<file path="config.mk">
export PLATFORM = sky130hd
export DESIGN_NAME = mem_ctrl_flat
export DESIGN_NICKNAME = d
export VERILOG_FILES = /design/src/rtl/mem_ctrl_if.sv /design/src/rtl/mem_ctrl.sv /design/src/flat_wrapper.sv
export SDC_FILE = /design/constraint.sdc
export NUM_CORES = 1
export LEC_CHECK = 0
export BUFFER_PORTS_ARGS = -buffer_cell sky130_fd_sc_hd__buf_2
export CORE_ASPECT_RATIO = 0.7
export CORE_MARGIN = 5
export CORE_UTILIZATION = 25
export CTS_BUF_LIST = sky130_fd_sc_hd__clkbuf_8
export DETAILED_ROUTE_END_ITERATION = 7
export PLACE_DENSITY_LB_ADDON = 0.12
export SLEW_MARGIN = 20
export SYNTH_ARGS = -nofsm -noshare
export SYNTH_HDL_FRONTEND = slang
export SYNTH_SLANG_ARGS = --single-unit
</file>
<file path="constraint.sdc">
create_clock -name clk -period 3 [get_ports clk]
set_input_delay 0.3 -clock clk [delete_from_list [all_inputs] [get_ports clk]]
set_output_delay 0.3 -clock clk [all_outputs]
set_load 0.02 [all_outputs]
</file>
<file path="src/rtl/mem_ctrl_if.sv">
// mem_ctrl bus bundle: IF fetch, MEM load/store and RAM byte port.
// MEM_ALIGN_CHECK_EN adds the mem_misalign_o flag.
interface mem_ctrl_if #(
  parameter int ADDR_W = 32
);
  logic              if_request_i;
  logic [ADDR_W-1:0] if_addr_i;
  logic [1:0]        mem_request_i;
  logic [ADDR_W-1:0] mem_addr_i;
  logic [1:0]        mem_width_i;
  logic              mem_signed_i;
  logic [31:0]       mem_wdata_i;
  logic [31:0]       mem_rdata_o;
  logic              mem_done_o;
  logic              mem_busy_o;
  logic [7:0]        data_o;
  logic [1:0]        if_or_mem_o;
  logic [ADDR_W-1:0] ram_addr_o;
  logic              ram_wr_o;
  logic [7:0]        ram_dout_o;
  logic [7:0]        ram_din_i;
`ifdef MEM_ALIGN_CHECK_EN
  logic              mem_misalign_o;
`endif

  modport slave (
    input  if_request_i,
    input  if_addr_i,
    input  mem_request_i,
    input  mem_addr_i,
    input  mem_width_i,
    input  mem_signed_i,
    input  mem_wdata_i,
    input  ram_din_i,
`ifdef MEM_ALIGN_CHECK_EN
    output mem_misalign_o,
`endif
    output mem_rdata_o,
    output mem_done_o,
    output mem_busy_o,
    output data_o,
    output if_or_mem_o,
    output ram_addr_o,
    output ram_wr_o,
    output ram_dout_o
  );

  modport master (
    output if_request_i,
    output if_addr_i,
    output mem_request_i,
    output mem_addr_i,
    output mem_width_i,
    output mem_signed_i,
    output mem_wdata_i,
    output ram_din_i,
`ifdef MEM_ALIGN_CHECK_EN
    input  mem_misalign_o,
`endif
    input  mem_rdata_o,
    input  mem_done_o,
    input  mem_busy_o,
    input  data_o,
    input  if_or_mem_o,
    input  ram_addr_o,
    input  ram_wr_o,
    input  ram_dout_o
  );
endinterface

</file>
<file path="src/rtl/mem_ctrl.sv">
// Byte-serial RAM arbiter: IF fetch pass-through, MEM 1/2/4-byte FSM.
// Optional macro MEM_ALIGN_CHECK_EN: misaligned MEM requests fault.
module mem_ctrl #(
  parameter int ADDR_W = 32
) (
  input logic       clk,
  input logic       rst,
  mem_ctrl_if.slave bus
);

  localparam logic [1:0] S_IDLE  = 2'd0;
  localparam logic [1:0] S_LOAD  = 2'd1;
  localparam logic [1:0] S_STORE = 2'd2;
  localparam logic [1:0] S_DONE  = 2'd3;

  logic [1:0]        r_state;
  logic [2:0]        r_cnt;
  logic [2:0]        r_n;
  logic [ADDR_W-1:0] r_addr;
  logic [31:0]       r_wdata;
  logic              r_signed;
  logic [23:0]       r_shift;
  logic [31:0]       r_rdata;
  logic              r_done;
  logic [1:0]        r_owner;

  logic [1:0]        w_state_nxt;
  logic [2:0]        w_cnt_nxt;
  logic [ADDR_W-1:0] w_ram_addr;
  logic              w_ram_wr;
  logic [7:0]        w_ram_dout;
  logic [1:0]        w_owner_nxt;
  logic              w_accept;
  logic              w_ld_fin;
  logic              w_req_ld;
  logic              w_req_st;
  logic              w_req_any;
  logic [2:0]        w_n_in;
  logic              w_misalign;
  logic [31:0]       w_wsh;
  logic [7:0]        w_din;
  logic [31:0]       w_ld_res;

  assign w_req_ld  = (bus.mem_request_i == 2'b01);
  assign w_req_st  = (bus.mem_request_i == 2'b10);
  assign w_req_any = w_req_ld | w_req_st;
  assign w_din     = bus.ram_din_i;
  assign w_wsh     = r_wdata >> {r_cnt[1:0], 3'b000};

  // Byte count of the incoming request; width 11 behaves as word.
  always_comb begin
    w_n_in = 3'd4;
    unique case (1'b1)
      (bus.mem_width_i == 2'b00): w_n_in = 3'd1;
      (bus.mem_width_i == 2'b01): w_n_in = 3'd2;
      default:                    w_n_in = 3'd4;
    endcase
  end

`ifdef MEM_ALIGN_CHECK_EN
  assign w_misalign =
    ((w_n_in == 3'd2) & bus.mem_addr_i[0]) |
    ((w_n_in == 3'd4) & (bus.mem_addr_i[1:0] != 2'b00));
`else
  assign w_misalign = 1'b0;
`endif

  // Next state, RAM port mux and owner tag of this cycle's access.
  always_comb begin
    w_state_nxt = r_state;
    w_cnt_nxt   = r_cnt;
    w_ram_addr  = '0;
    w_ram_wr    = 1'b0;
    w_ram_dout  = 8'h00;
    w_owner_nxt = 2'b00;
    w_accept    = 1'b0;
    w_ld_fin    = 1'b0;
    unique case (r_state)
      S_IDLE: begin
        if (w_req_any) begin
          w_accept = 1'b1;
          if (w_misalign) begin
            w_state_nxt = S_DONE;
          end else if (w_req_ld) begin
            w_ram_addr  = bus.mem_addr_i;
            w_owner_nxt = 2'b10;
            w_state_nxt = S_LOAD;
            w_cnt_nxt   = 3'd1;
          end else begin
            w_ram_addr  = bus.mem_addr_i;
            w_ram_wr    = 1'b1;
            w_ram_dout  = bus.mem_wdata_i[7:0];
            w_cnt_nxt   = 3'd1;
            if (w_n_in == 3'd1) w_state_nxt = S_DONE;
            else                w_state_nxt = S_STORE;
          end
        end else if (bus.if_request_i) begin
          w_ram_addr  = bus.if_addr_i;
          w_owner_nxt = 2'b01;
        end
      end
      S_LOAD: begin
        if (r_cnt < r_n) begin
          w_ram_addr  = r_addr + ADDR_W'(r_cnt);
          w_owner_nxt = 2'b10;
          w_cnt_nxt   = r_cnt + 3'd1;
        end else begin
          w_ld_fin    = 1'b1;
          w_state_nxt = S_DONE;
        end
      end
      S_STORE: begin
        w_ram_addr = r_addr + ADDR_W'(r_cnt);
        w_ram_wr   = 1'b1;
        w_ram_dout = w_wsh[7:0];
        if (r_cnt == r_n - 3'd1) begin
          w_state_nxt = S_DONE;
        end else begin
          w_cnt_nxt = r_cnt + 3'd1;
        end
      end
      S_DONE: begin
        w_state_nxt = S_IDLE;
        w_cnt_nxt   = 3'd0;
      end
    endcase
  end

  // Final load value: last byte comes straight from the RAM this cycle.
  always_comb begin
    w_ld_res = 32'h0;
    unique case (r_n)
      3'd1:    w_ld_res = {{24{r_signed & w_din[7]}}, w_din};
      3'd2:    w_ld_res = {{16{r_signed & w_din[7]}}, w_din, r_shift[7:0]};
      default: w_ld_res = {w_din, r_shift[23:0]};
    endcase
  end

  // FSM state, request latch and registered outputs.
  always_ff @(posedge clk or negedge rst) begin
    if (!rst) begin
      r_state  <= S_IDLE;
      r_cnt    <= 3'd0;
      r_n      <= 3'd1;
      r_addr   <= '0;
      r_wdata  <= 32'h0;
      r_signed <= 1'b0;
      r_rdata  <= 32'h0;
      r_done   <= 1'b0;
      r_owner  <= 2'b00;
    end else begin
      r_state <= w_state_nxt;
      r_cnt   <= w_cnt_nxt;
      r_owner <= w_owner_nxt;
      r_done  <= (w_state_nxt == S_DONE);
      if (w_accept) begin
        r_addr   <= bus.mem_addr_i;
        r_n      <= w_n_in;
        r_wdata  <= bus.mem_wdata_i;
        r_signed <= bus.mem_signed_i;
      end
      if (w_ld_fin) r_rdata <= w_ld_res;
    end
  end

  // Collect load bytes 0..N-2 as they return from the RAM.
  always_ff @(posedge clk or negedge rst) begin
    if (!rst) begin
      r_shift <= 24'h0;
    end else if (r_state == S_LOAD) begin
      case (r_cnt)
        3'd1:    r_shift[7:0]   <= w_din;
        3'd2:    r_shift[15:8]  <= w_din;
        3'd3:    r_shift[23:16] <= w_din;
        default: r_shift        <= r_shift;
      endcase
    end
  end

`ifdef MEM_ALIGN_CHECK_EN
  logic r_misalign;

  // Fault flag pulses alongside done for a rejected request.
  always_ff @(posedge clk or negedge rst) begin
    if (!rst) begin
      r_misalign <= 1'b0;
    end else begin
      r_misalign <= (r_state == S_IDLE) & w_req_any & w_misalign;
    end
  end

  assign bus.mem_misalign_o = r_misalign;
`endif

  assign bus.ram_addr_o  = rst ? w_ram_addr : '0;
  assign bus.ram_wr_o    = rst & w_ram_wr;
  assign bus.ram_dout_o  = w_ram_dout;
  assign bus.data_o      = w_din;
  assign bus.if_or_mem_o = r_owner;
  assign bus.mem_rdata_o = r_rdata;
  assign bus.mem_done_o  = r_done;
  assign bus.mem_busy_o  = (r_state == S_LOAD) | (r_state == S_STORE) |
                           ((r_state == S_IDLE) & w_req_any);

endmodule

</file>
<file path="src/flat_wrapper.sv">
// flat-port wrapper written by rule: the top's interface ports become plain ports
module mem_ctrl_flat 
#(
  parameter int ADDR_W = 32
)
  (clk, rst, bus_if_request_i, bus_if_addr_i, bus_mem_request_i, bus_mem_addr_i, bus_mem_width_i, bus_mem_signed_i, bus_mem_wdata_i, bus_ram_din_i, bus_mem_rdata_o, bus_mem_done_o, bus_mem_busy_o, bus_data_o, bus_if_or_mem_o, bus_ram_addr_o, bus_ram_wr_o, bus_ram_dout_o);
  mem_ctrl_if #(.ADDR_W(ADDR_W)) bus_i ();
  input logic clk;
  input logic rst;
  input wire logic [$bits(bus_i.if_request_i)-1:0] bus_if_request_i;
  input wire logic [$bits(bus_i.if_addr_i)-1:0] bus_if_addr_i;
  input wire logic [$bits(bus_i.mem_request_i)-1:0] bus_mem_request_i;
  input wire logic [$bits(bus_i.mem_addr_i)-1:0] bus_mem_addr_i;
  input wire logic [$bits(bus_i.mem_width_i)-1:0] bus_mem_width_i;
  input wire logic [$bits(bus_i.mem_signed_i)-1:0] bus_mem_signed_i;
  input wire logic [$bits(bus_i.mem_wdata_i)-1:0] bus_mem_wdata_i;
  input wire logic [$bits(bus_i.ram_din_i)-1:0] bus_ram_din_i;
  output wire logic [$bits(bus_i.mem_rdata_o)-1:0] bus_mem_rdata_o;
  output wire logic [$bits(bus_i.mem_done_o)-1:0] bus_mem_done_o;
  output wire logic [$bits(bus_i.mem_busy_o)-1:0] bus_mem_busy_o;
  output wire logic [$bits(bus_i.data_o)-1:0] bus_data_o;
  output wire logic [$bits(bus_i.if_or_mem_o)-1:0] bus_if_or_mem_o;
  output wire logic [$bits(bus_i.ram_addr_o)-1:0] bus_ram_addr_o;
  output wire logic [$bits(bus_i.ram_wr_o)-1:0] bus_ram_wr_o;
  output wire logic [$bits(bus_i.ram_dout_o)-1:0] bus_ram_dout_o;
  assign bus_i.if_request_i = bus_if_request_i;
  assign bus_i.if_addr_i = bus_if_addr_i;
  assign bus_i.mem_request_i = bus_mem_request_i;
  assign bus_i.mem_addr_i = bus_mem_addr_i;
  assign bus_i.mem_width_i = bus_mem_width_i;
  assign bus_i.mem_signed_i = bus_mem_signed_i;
  assign bus_i.mem_wdata_i = bus_mem_wdata_i;
  assign bus_i.ram_din_i = bus_ram_din_i;
  assign bus_mem_rdata_o = bus_i.mem_rdata_o;
  assign bus_mem_done_o = bus_i.mem_done_o;
  assign bus_mem_busy_o = bus_i.mem_busy_o;
  assign bus_data_o = bus_i.data_o;
  assign bus_if_or_mem_o = bus_i.if_or_mem_o;
  assign bus_ram_addr_o = bus_i.ram_addr_o;
  assign bus_ram_wr_o = bus_i.ram_wr_o;
  assign bus_ram_dout_o = bus_i.ram_dout_o;
  mem_ctrl #(.ADDR_W(ADDR_W)) u_core (.clk(clk), .rst(rst), .bus(bus_i));
endmodule
</file>
==> impl_results.md, run 1 <==
* Status: finished, violations left
* Failing checks: negative hold slack
* Synth Cell Area at 0.00702 mm^2
* Grt total ovfl at 0
* Starting Density at approximately 25%
* Simple-gate area share of the yosys netlist at between 15 and 20%
* Via/cell ratio at between 4 and 5
* Critical path data arrival time at between 2000 and 3000 ps
* Area Growth Syn to Fin at 28.0%
* Clock power share at a little under a fifth
* Hold Path Class: in2async
* ANT nets after route at 0
* Seq. cell area at about 0.0033 mm^2
* Crit path launch type: flip-flop
* Post-synthesis cell count at approximately 760
* Die Width at between 200 and 250 um
* CTS buffer count at 17
* Reg power frac at approximately 34%
* FF+latch count, synth at 132
* Clock buffer depth at 2
* EDFF count, synth at 0
* Drt first pass iters at 4
* Largest net degree at the start of global routing at ~130
* Final worst path period share at roughly 96%
* Final setup vio count at 0
* Clk root buf: clkbuf_8
* Switching pwr at ~4.0 mW
* Post-route insts no fill at 1,328
* Seq/Total Area, Yosys at 47.0%
* GPL Wtd Cong at just under 0.8
* I/O Buffers at around 200
* Synth cell types at 52
* CTS tree: yes
* Final Skew at 10.8 ps
* Post-Route WL at 23,400 um
* Post-Synth XOR/XNOR Area at ~4.1%
* Syn Nets at approximately 890
* FMAX at around 0.35 GHz
* RSZ-0062 raised after global routing: true
* Power Density at approximately 1100 mW/mm^2
* Yosys warnings at 0
* Commonest non-fill, non-tap cell in the layout: nand2_1
* H-tree depth at 4
* Final-report max-slew violation count at 0
* Adder-cell share of the synthesized area at slightly above 4%
* DR vias at a little over 6k
* Die area at 0.0316 mm^2
* Worst slew pin tran at about 1100 ps
* Kind of critical path: reg2out
* Hpwl dp at 16,800 um
* Nets@finish at 1,077
* Power, Total at roughly 9.5 mW
* Vias in the first global route at 6,076
* Clk_lat worst skew at 450 ps
* Num ports at ~200
* Main synth FF type: dfrtp_1
* Multi-input logic area at 0.00347 mm^2
* Combinational power share at between 40% and 50%
* Dpl cells at 1,288
* Async S/R FF share, synth at 100%
* VDD IR max at about 0.28 mV
* Clk slew on worst S/H paths at around 80 ps
* Max Cap Viol at 0
* Switching Share at 42.4%
* Clk sink count at 132
* Slew margin rel. at approximately 26%
* CORE AREA at around 0.028 mm^2
* Mean Syn Cell Area at approximately 9.3 um^2
* Share of cells above drive strength 1 at approximately a third
* # DRC at 0
* Synth Area in Compound Gates at ~15%
* Crit path time final at between 2000 and 3000 ps
* Main combinational cell family by area after synthesis: simple AND/OR/NAND/NOR gates
* Hold Violations, Final at 22
* Die Y at approximately 150 um
* # rows at 51
* Initial antenna violation count at 3
* Crit Path Max Fanout at 5
* Commonest cells after routing, fill and taps aside: 229 x nand2_1, 193 x buf_2, 130 x dfrtp_1, 44 x o21ai_0, 36 x a22oi_1
* Worst EP required at around 2700 ps
* DRT iter0 DRCs at ~350
* Mux cell area share after synthesis at approximately 7.0%
* First-pass GRT wire length at approximately 36,000 um
* Cell Int Power at approximately 5.4 mW
* Leak at 4.31 nW
* CP endpoint kind: output pin
* Filler Cells Inserted at a little under 3k
* WL/cell at around 18 um
* Total track usage at between 10% and 20%
* Worst hold slack at -34.9 ps
[cell families (layout without fill, tap and decap cells)]
family                   count (synthesis)  after routing
AO/OA/AOI/OAI                          159            159
adder cells (fa/ha/maj)                 22             22
buffers and inverters                   75            272
XOR/XNOR                                33             33
multiplexers                            36             36
AND/OR/NAND/NOR                        302            302
flip-flops                             132            132
other                                    0              1
[metrics by stage]
| step | cell area [um^2] | utilization [%] | TNS, ps | worst slack [ps] |
|---|---|---|---|---|
| final | 8990 | 32.4 | 0 | 133 |
| after global routing | 8990 | 32.4 | -65.4 | -33.6 |
| after CTS | 8900 | 32.1 | 0 | 1.14 |
| after detailed placement | 8400 | 30.3 | 0 | 312 |
| after global placement | 8400 | 30.3 | 0 | 385 |
| after floorplan | 7020 | - | 0 | 223 |
[critical path, cell delays in order, from the launching register on]
cell     delay [ps]
dfrtp_1         430
ha_4            300
and3_1          190
o21ai_0          90
buf_4           180
or4b_1          490
xor2_1          170
o22ai_2         110
buf_4           160
[cell usage after synthesis, types with 2 or more instances]
cell type | number | area (um^2)
o2111ai_1 | 2 | 17.5
a22oi_1 | 36 | 270
inv_1 | 19 | 71.3
and3_1 | 5 | 31.3
o22ai_1 | 26 | 163
nand2b_1 | 7 | 43.8
and4_1 | 3 | 26.3
clkbuf_1 | 38 | 143
nor2b_1 | 7 | 43.8
nor3_1 | 9 | 45.0
a222oi_1 | 4 | 40.0
mux2_2 | 27 | 304
nand3_1 | 6 | 30.0
a21o_1 | 2 | 15.0
o21ai_0 | 45 | 225
nor2_1 | 22 | 82.6
xor2_1 | 3 | 26.3
ha_1 | 21 | 263
xnor2_1 | 30 | 263
a22o_1 | 8 | 70.1
buf_1 | 4 | 15.0
dfrtp_1 | 131 | 3280
buf_4 | 8 | 60.1
a221oi_1 | 7 | 61.3
buf_2 | 6 | 30.0
nand2_1 | 229 | 860
mux4_2 | 8 | 180
a21oi_1 | 18 | 90.1
nand3b_1 | 3 | 22.5
nor4_1 | 3 | 18.8
[registers in the layout, summed over array words and instances (netlist names)]
name and flops:
u_core.bus.mem_rdata_o 32, u_core.r_addr 32, u_core.r_wdata 32, u_core.r_shift 24, u_core.r_cnt 3, u_core.r_n 3
u_core.bus.if_or_mem_o 2, u_core.r_state 2, u_core.bus.mem_done_o 1, u_core.r_signed 1
[cell type report]
type / count / area share [%]
inverter: 19 / 0.793
multi-input combinational: 552 / 38.6
clock inverter: 13 / 2.02
antenna: 1 / 0.0278
timing repair buffer: 221 / 13.8
tap: 371 / 5.16
sequential: 132 / 36.8
clock buffer: 19 / 2.91
[power groups by stage]
stage	combinational, mW	clock [mW]	sequential (mW)
2_1_floorplan	2.79	0	3.40
3_3_place_gp	4.45	0	3.26
3_5_place_dp	4.45	0	3.26
4_1_cts	4.54	1.79	3.23
5_1_grt	5.02	1.85	3.35
6_report	4.49	1.72	3.24
[worst paths after layout]
| path | from | to | slack [ps] | cells past startpoint |
|---|---|---|---|---|
| max | u_core.r_addr[2] | bus_ram_addr_o[31] | 130 | 8 |
| min | rst | u_core.r_state[0] | -30 | 2 |
| max reg2reg | u_core.r_n[0] | u_core.r_cnt[2] | 820 | 6 |
| min reg2reg | u_core.bus.mem_rdata_o[17] | u_core.bus.mem_rdata_o[17] | 480 | 2 |
| max in group asynchronous | rst | u_core.r_addr[28] | 2400 | 2 |
| min in group clk | bus_mem_wdata_i[21] | u_core.r_wdata[21] | 40 | 3 |
[layer usage]
metal  track usage [%]  vias to the layer above  wire [um]
li1                  -                     2990          -
met1              22.1                     2950      12200
met2              21.2                      125       9900
met3              3.73                       26       1010
met4              3.52                        4        267
met5                 0                        -         27
[timing repair]
action,CTS,global route
hold endpoints to repair,1,0
pin swaps,1,4
buffers inserted,2,4
hold buffers,1,0
endpoints found under the setup margin,28,32
resized for setup,7,12
Power figures use the tool's default switching activity.
==> run 2, diff against run 1 <==
--- a/config.mk
+++ b/config.mk
@@ -6,12 +6,15 @@
 export NUM_CORES = 1
 export LEC_CHECK = 0
 export BUFFER_PORTS_ARGS = -buffer_cell sky130_fd_sc_hd__buf_2
+export CELL_PAD_IN_SITES_DETAIL_PLACEMENT = 0
+export CELL_PAD_IN_SITES_GLOBAL_PLACEMENT = 1
 export CORE_ASPECT_RATIO = 0.7
 export CORE_MARGIN = 5
 export CORE_UTILIZATION = 25
 export CTS_BUF_LIST = sky130_fd_sc_hd__clkbuf_8
 export DETAILED_ROUTE_END_ITERATION = 7
 export PLACE_DENSITY_LB_ADDON = 0.12
+export RECOVER_POWER = 100
 export SLEW_MARGIN = 20
 export SYNTH_ARGS = -nofsm -noshare
 export SYNTH_HDL_FRONTEND = slang
==> impl_results.md, run 2 (synthesis gave the netlist of run 1 again) <==
* Post-route insts no fill at 1,338
* Reg2reg end: u_core.bus.mem_rdata_o[0]
* Multi-input logic area at 0.00351 mm^2
* WL/cell at between 15 and 20 um
* Hold Path Class: in2reg
* Hold Violations, Final at 0
* Leak at about 4.2 nW
* Slew margin rel. at -17.6%
* # rows at around 50
* CORE AREA at 0.0278 mm^2
* WP buf/inv at 2
* Kind of critical path: reg2out
* DR vias at about 6.2k
* GPL Wtd Cong at approximately 0.74
* Drt first pass iters at 5
* Max Cap Viol at 2
* Nets@finish at approximately 1.1k
* Area Growth Syn to Fin at 27.9%
* Hpwl dp at ~17,000 um
* Worst EP required at around 2700 ps
* Post-Route WL at 23,600 um
* CP endpoint kind: output pin
* Share of cells above drive strength 1 at around 28%
* Commonest non-fill, non-tap cell in the layout: nand2_1
* Antenna Cells at 0
* Post-Place Cell Area at ~0.0084 mm^2
* Power, Total at 9.09 mW
* CTS tree: yes
* Grt total ovfl at 0
* Cell area after layout at 0.00898 mm^2
* CTS buffer count at 17
* Slowest CP cell: or4b_1
* Filler Cells Inserted at roughly 3.0k
* Num ports at roughly 200
* Die Width at 210 um
* Final setup vio count at 0
* Setup crit end: bus_ram_addr_o[31]
* Cell Chain, Critical Path: ha_4 -> and3_1 -> o21ai_0 -> buf_4 -> or4b_1 -> xor2_1 -> o22ai_2 -> buf_2
* ANT nets after route at 0
* Clk root buf: clkbuf_8
* Worst reg-to-reg setup slack at around 700 ps
* FMAX at around 0.35 GHz
* RSZ-0062 raised after global routing: true
* Final-report max-slew violation count at approximately 130
* Crit path launch type: flip-flop
* H-tree depth at 4
* Initial antenna violation count at 1
* Slowest Stage Delay on Critical Path at about 490 ps
* Via/cell ratio at roughly 4.6
* DRT iter0 DRCs at a little under 300
* Critical path data arrival time at roughly 2600 ps
* Final worst path period share at ~96%
* Failing checks: max-capacitance violations, max-slew violations
* Clk sink count at approximately 130
* Crit path launch: u_core.r_cnt[2]
* Power Density at ~1000 mW/mm^2
* Die Y at 150 um
* Starting Density at between 20% and 30%
* CP top delay family: simple AND/OR/NAND/NOR gates
* Min-Delay Path Depth at 3
* Clk_lat worst skew at 460 ps
* Final Skew at roughly 16 ps
* Vias in the first global route at 6,212
* Die area at around 0.032 mm^2
* VDD IR max at between 0.3 and 0.4 mV
* First-pass GRT wire length at about 37,000 um
* Cells on worst reg2reg path at 6
* Status: finished, violations left
* Largest net degree at the start of global routing at between 60 and 70
* Worst slew pin tran at 1760 ps
* Reg2Reg Launch Point: u_core.r_n[0]
* CP Depth at 8
* Clk slew on worst S/H paths at approximately 80 ps
* I/O Buffers at 196
* # DRC at 0
* Seq. cell area at ~0.0033 mm^2
* Crit path time final at 2880 ps
* Commonest cells after routing, fill and taps aside: 229 x nand2_1, 150 x buf_2, 130 x dfrtp_1, 45 x clkbuf_1, 44 x o21ai_0
* Crit Path Max Fanout at 5
* Dpl cells at ~1.3k
* Clock buffer depth at 2
* Total track usage at between 10% and 20%
run 2: changes by cell type in the layout (fill, tap and decap cells not counted), moves of 2 or more:
cell / change
clkbuf_1: +45
buf_2: -43
dlygate4sd3_1: +4
bufinv_16: -4
nor3_1: -2
clkbuf_2: +2
nor3_2: +2
clkinv_2: +2
clkinv_4: +4
o21ai_2: +2
run 2: how the worst min path moves through the flow:
stage                              startpoint                        end  slack [ps]
after floorplan                           rst  u_core.bus.if_or_mem_o[0]           4
after global placement                    rst         u_core.r_wdata[27]         110
after detailed placement                  rst         u_core.r_wdata[27]         110
after CTS                 bus_mem_wdata_i[30]         u_core.r_wdata[30]         0.9
after global routing      bus_mem_wdata_i[26]         u_core.r_wdata[26]           7
final                     bus_mem_wdata_i[20]         u_core.r_wdata[20]          40
run 2: routing by layer:
metal / vias to the layer above / GRT usage [%] / share of wire (%)
met1: 3014 / 22.0 / 51
met4: 2 / 3.26 / 0.97
li1: 3006 / - / -
met3: 15 / 3.48 / 4.1
met2: 113 / 22.1 / 44
met5: - / 0 / 0.047
run 2: power by group:
part	switching [mW]	internal, mW	leakage (nW)
logic	2.66	1.80	2.40
clock network	0.790	0.599	0.181
registers	0.601	2.64	1.62
run 2: worst reg2reg max path: cells and delay by family (launching register included):
kind	cells	cell delay, ps
adders and majority gates	1	210
buffers and inverters	1	420
AOI/OAI and AO/OA	2	460
and+or+nand+nor	2	480
DFF	1	590
run 2: area by class of cell:
cell class                 count  share of cell area (%)
timing repair buffer         231                    14.2
sequential                   132                    36.8
multi-input combinational    553                    39.1
clock inverter                14                    1.16
tap                          371                    5.17
inverter                      19                   0.794
clock buffer                  18                    2.76
run 2: per-stage QoR:
stage	setup TNS, ps	util [%]	setup WS [ps]	hold slack, ps
4_1_cts	0	31.9	17.8	0.877
2_1_floorplan	0	-	223	4.41
5_1_grt	-184	32.4	-21.0	7.21
3_3_place_gp	0	30.3	431	111
6_report	0	32.4	122	43.2
3_5_place_dp	0	30.3	404	111
run 2: timing repair:
item	CTS	global route
resized for setup	6	18
hold buffers	5	0
cloned	0	1
endpoints found under the setup margin	27	32
pin swaps	0	6
hold endpoints to repair	10	0
buffers inserted	1	11
==> run 3, diff against run 2 <==
--- a/config.mk
+++ b/config.mk
@@ -10,7 +10,7 @@
 export CELL_PAD_IN_SITES_GLOBAL_PLACEMENT = 1
 export CORE_ASPECT_RATIO = 0.7
 export CORE_MARGIN = 5
-export CORE_UTILIZATION = 25
+export CORE_UTILIZATION = 40
 export CTS_BUF_LIST = sky130_fd_sc_hd__clkbuf_8
 export DETAILED_ROUTE_END_ITERATION = 7
 export PLACE_DENSITY_LB_ADDON = 0.12
==> impl_results.md, run 3 (synthesis gave the netlist of run 1 again) <==
* Hpwl dp at between 10,000 and 15,000 um
* Post-Place Cell Area at ~0.0082 mm^2
* Commonest cells after routing, fill and taps aside: 229 x nand2_1, 130 x dfrtp_1, 115 x buf_2, 54 x clkbuf_1, 43 x o21ai_0
* RSZ-0062 raised after global routing: false
* Crit path time final at approximately 2900 ps
* Clock power share at between 10% and 20%
* Post-route insts no fill at 1,182
* Clock buffer depth at 2
* Cell Int Power at 5.19 mW
* # DRC at 0
* Leak at between 4 and 5 nW
* Cell Chain, Critical Path: ha_4 -> and3_1 -> o21ai_1 -> or4b_1 -> xor2_1 -> o22ai_2 -> clkbuf_2
* Critical path data arrival time at approximately 2600 ps
* WP buf/inv at 1
* Crit Path Max Fanout at 6
* Kind of critical path: reg2out
* Antenna Cells at 0
* CP endpoint kind: output pin
* Final worst path period share at 95.5%
* H-tree depth at 4
* Post-Route WL at 20,100 um
* Final-report max-slew violation count at ~130
* Final Skew at approximately 13 ps
* Clk sink count at about 130
* ANT nets after route at 0
* Initial antenna violation count at 0
* CP top delay family: simple AND/OR/NAND/NOR gates
* Slowest Stage Delay on Critical Path at around 520 ps
* Power, Total at roughly 9.1 mW
* FMAX at about 0.35 GHz
* Via/cell ratio at around 5.2
* Worst EP required at 2700 ps
* Drt first pass iters at 5
* Largest net degree at the start of global routing at approximately 130
* Hold Violations, Final at 0
* CTS buffer count at 17
* Setup tns final at 0 ps
* Vias in the first global route at 6,158
* Max Cap Viol at 1
* Num ports at between 150 and 200
* Final setup vio count at 0
* Die Width at between 150 and 200 um
* Commonest non-fill, non-tap cell in the layout: nand2_1
* Die Y at ~120 um
* Failing checks: max-capacitance violations, max-slew violations
* DRT iter0 DRCs at roughly 420
* I/O Buffers at about 200
* Crit path launch type: flip-flop
* Nets@finish at 1,072
* Die area at 0.0204 mm^2
* Cell area after layout at around 0.0086 mm^2
* Clk_lat worst skew at approximately 440 ps
* Total track usage at about a fifth
* Slew margin rel. at -20.8%
* Switching Share at 43.3%
* First-pass GRT wire length at 32,100 um
* Hold Path Class: in2reg
* Power Density at ~1100 mW/mm^2
* Clk slew on worst S/H paths at 80 ps
* Starting Density at 40.8%
* Hold buffer count at cts at 0
* Clk root buf: clkbuf_8
* CORE AREA at 0.0172 mm^2
* Status: finished, violations left
* Worst slew pin tran at 1810 ps
* # rows at 40
* Combinational power share at ~47%
* DR vias at approximately 6.1k
* Share of cells above drive strength 1 at approximately 26%
* Slowest CP cell: or4b_1
* Grt total ovfl at 0
* GPL Wtd Cong at roughly 0.8
* VDD IR max at ~0.43 mV
* Area Growth Syn to Fin at 22.8%
* WL/cell at 17.0 um
* Dpl cells at approximately 1.1k
* Switching pwr at 3.96 mW
* CTS tree: yes
* Reg power frac at roughly 36%
## run 3: routing by layer
metal / vias up / part of all wire (%) / GRT usage [%]
met5: - / 0 / 0
met4: 0 / 0.98 / 5.58
met3: 15 / 5.7 / 4.82
met2: 173 / 43 / 28.2
met1: 2970 / 50 / 29.5
li1: 2978 / - / -
## run 3: power groups by stage
stage	clock network [mW]	logic [mW]	registers [mW]
3_5_place_dp	0	4.36	3.26
3_3_place_gp	0	4.26	3.22
4_1_cts	1.62	4.40	3.23
2_1_floorplan	0	2.79	3.40
6_report	1.57	4.32	3.25
5_1_grt	1.69	4.82	3.36
## run 3: final timing paths
kind | from | to | slack, ps | cells after the start
min reg2reg | u_core.r_wdata[4] | u_core.r_wdata[4] | 480 | 2
max in group asynchronous | rst | u_core.r_cnt[2] | 1070 | 2
max reg2reg | u_core.r_cnt[1] | u_core.bus.mem_done_o | 310 | 8
min in group asynchronous | rst | u_core.r_addr[2] | 660 | 2
min | bus_mem_wdata_i[20] | u_core.r_wdata[20] | 50 | 3
max | u_core.r_cnt[2] | bus_ram_addr_o[31] | 130 | 7
## run 3: through the flow
stage | utilization [%] | hold WS, ps | setup slack (ps)
final | 50.1 | 49.8 | 134
after CTS | 50.3 | 14.0 | 5.32
after detailed placement | 47.8 | 460 | 382
after global placement | 47.8 | 455 | 468
after global routing | 50.1 | 17.5 | 2.45
after floorplan | - | 4.41 | 223
## run 3: tightest hold or removal path, cell delays in order
cell,delay (ps)
buf_2,80
nand2_1,40
nand2_1,40
## run 3: area by class of cell
| cell class | instances | area, um^2 |
|---|---|---|
| multi-input combinational | 552 | 3470 |
| fill | 1668 | 8590 |
| clock inverter | 15 | 183 |
| tap | 231 | 289 |
| sequential | 132 | 3310 |
| inverter | 19 | 71.3 |
| timing repair buffer | 216 | 1080 |
| clock buffer | 17 | 234 |
## run 3: repair_timing
action / CTS / global route
setup buffers: 0 / 2
resized for setup: 5 / 11
setup endpoints to repair: 27 / 29
pin swaps: 1 / 1
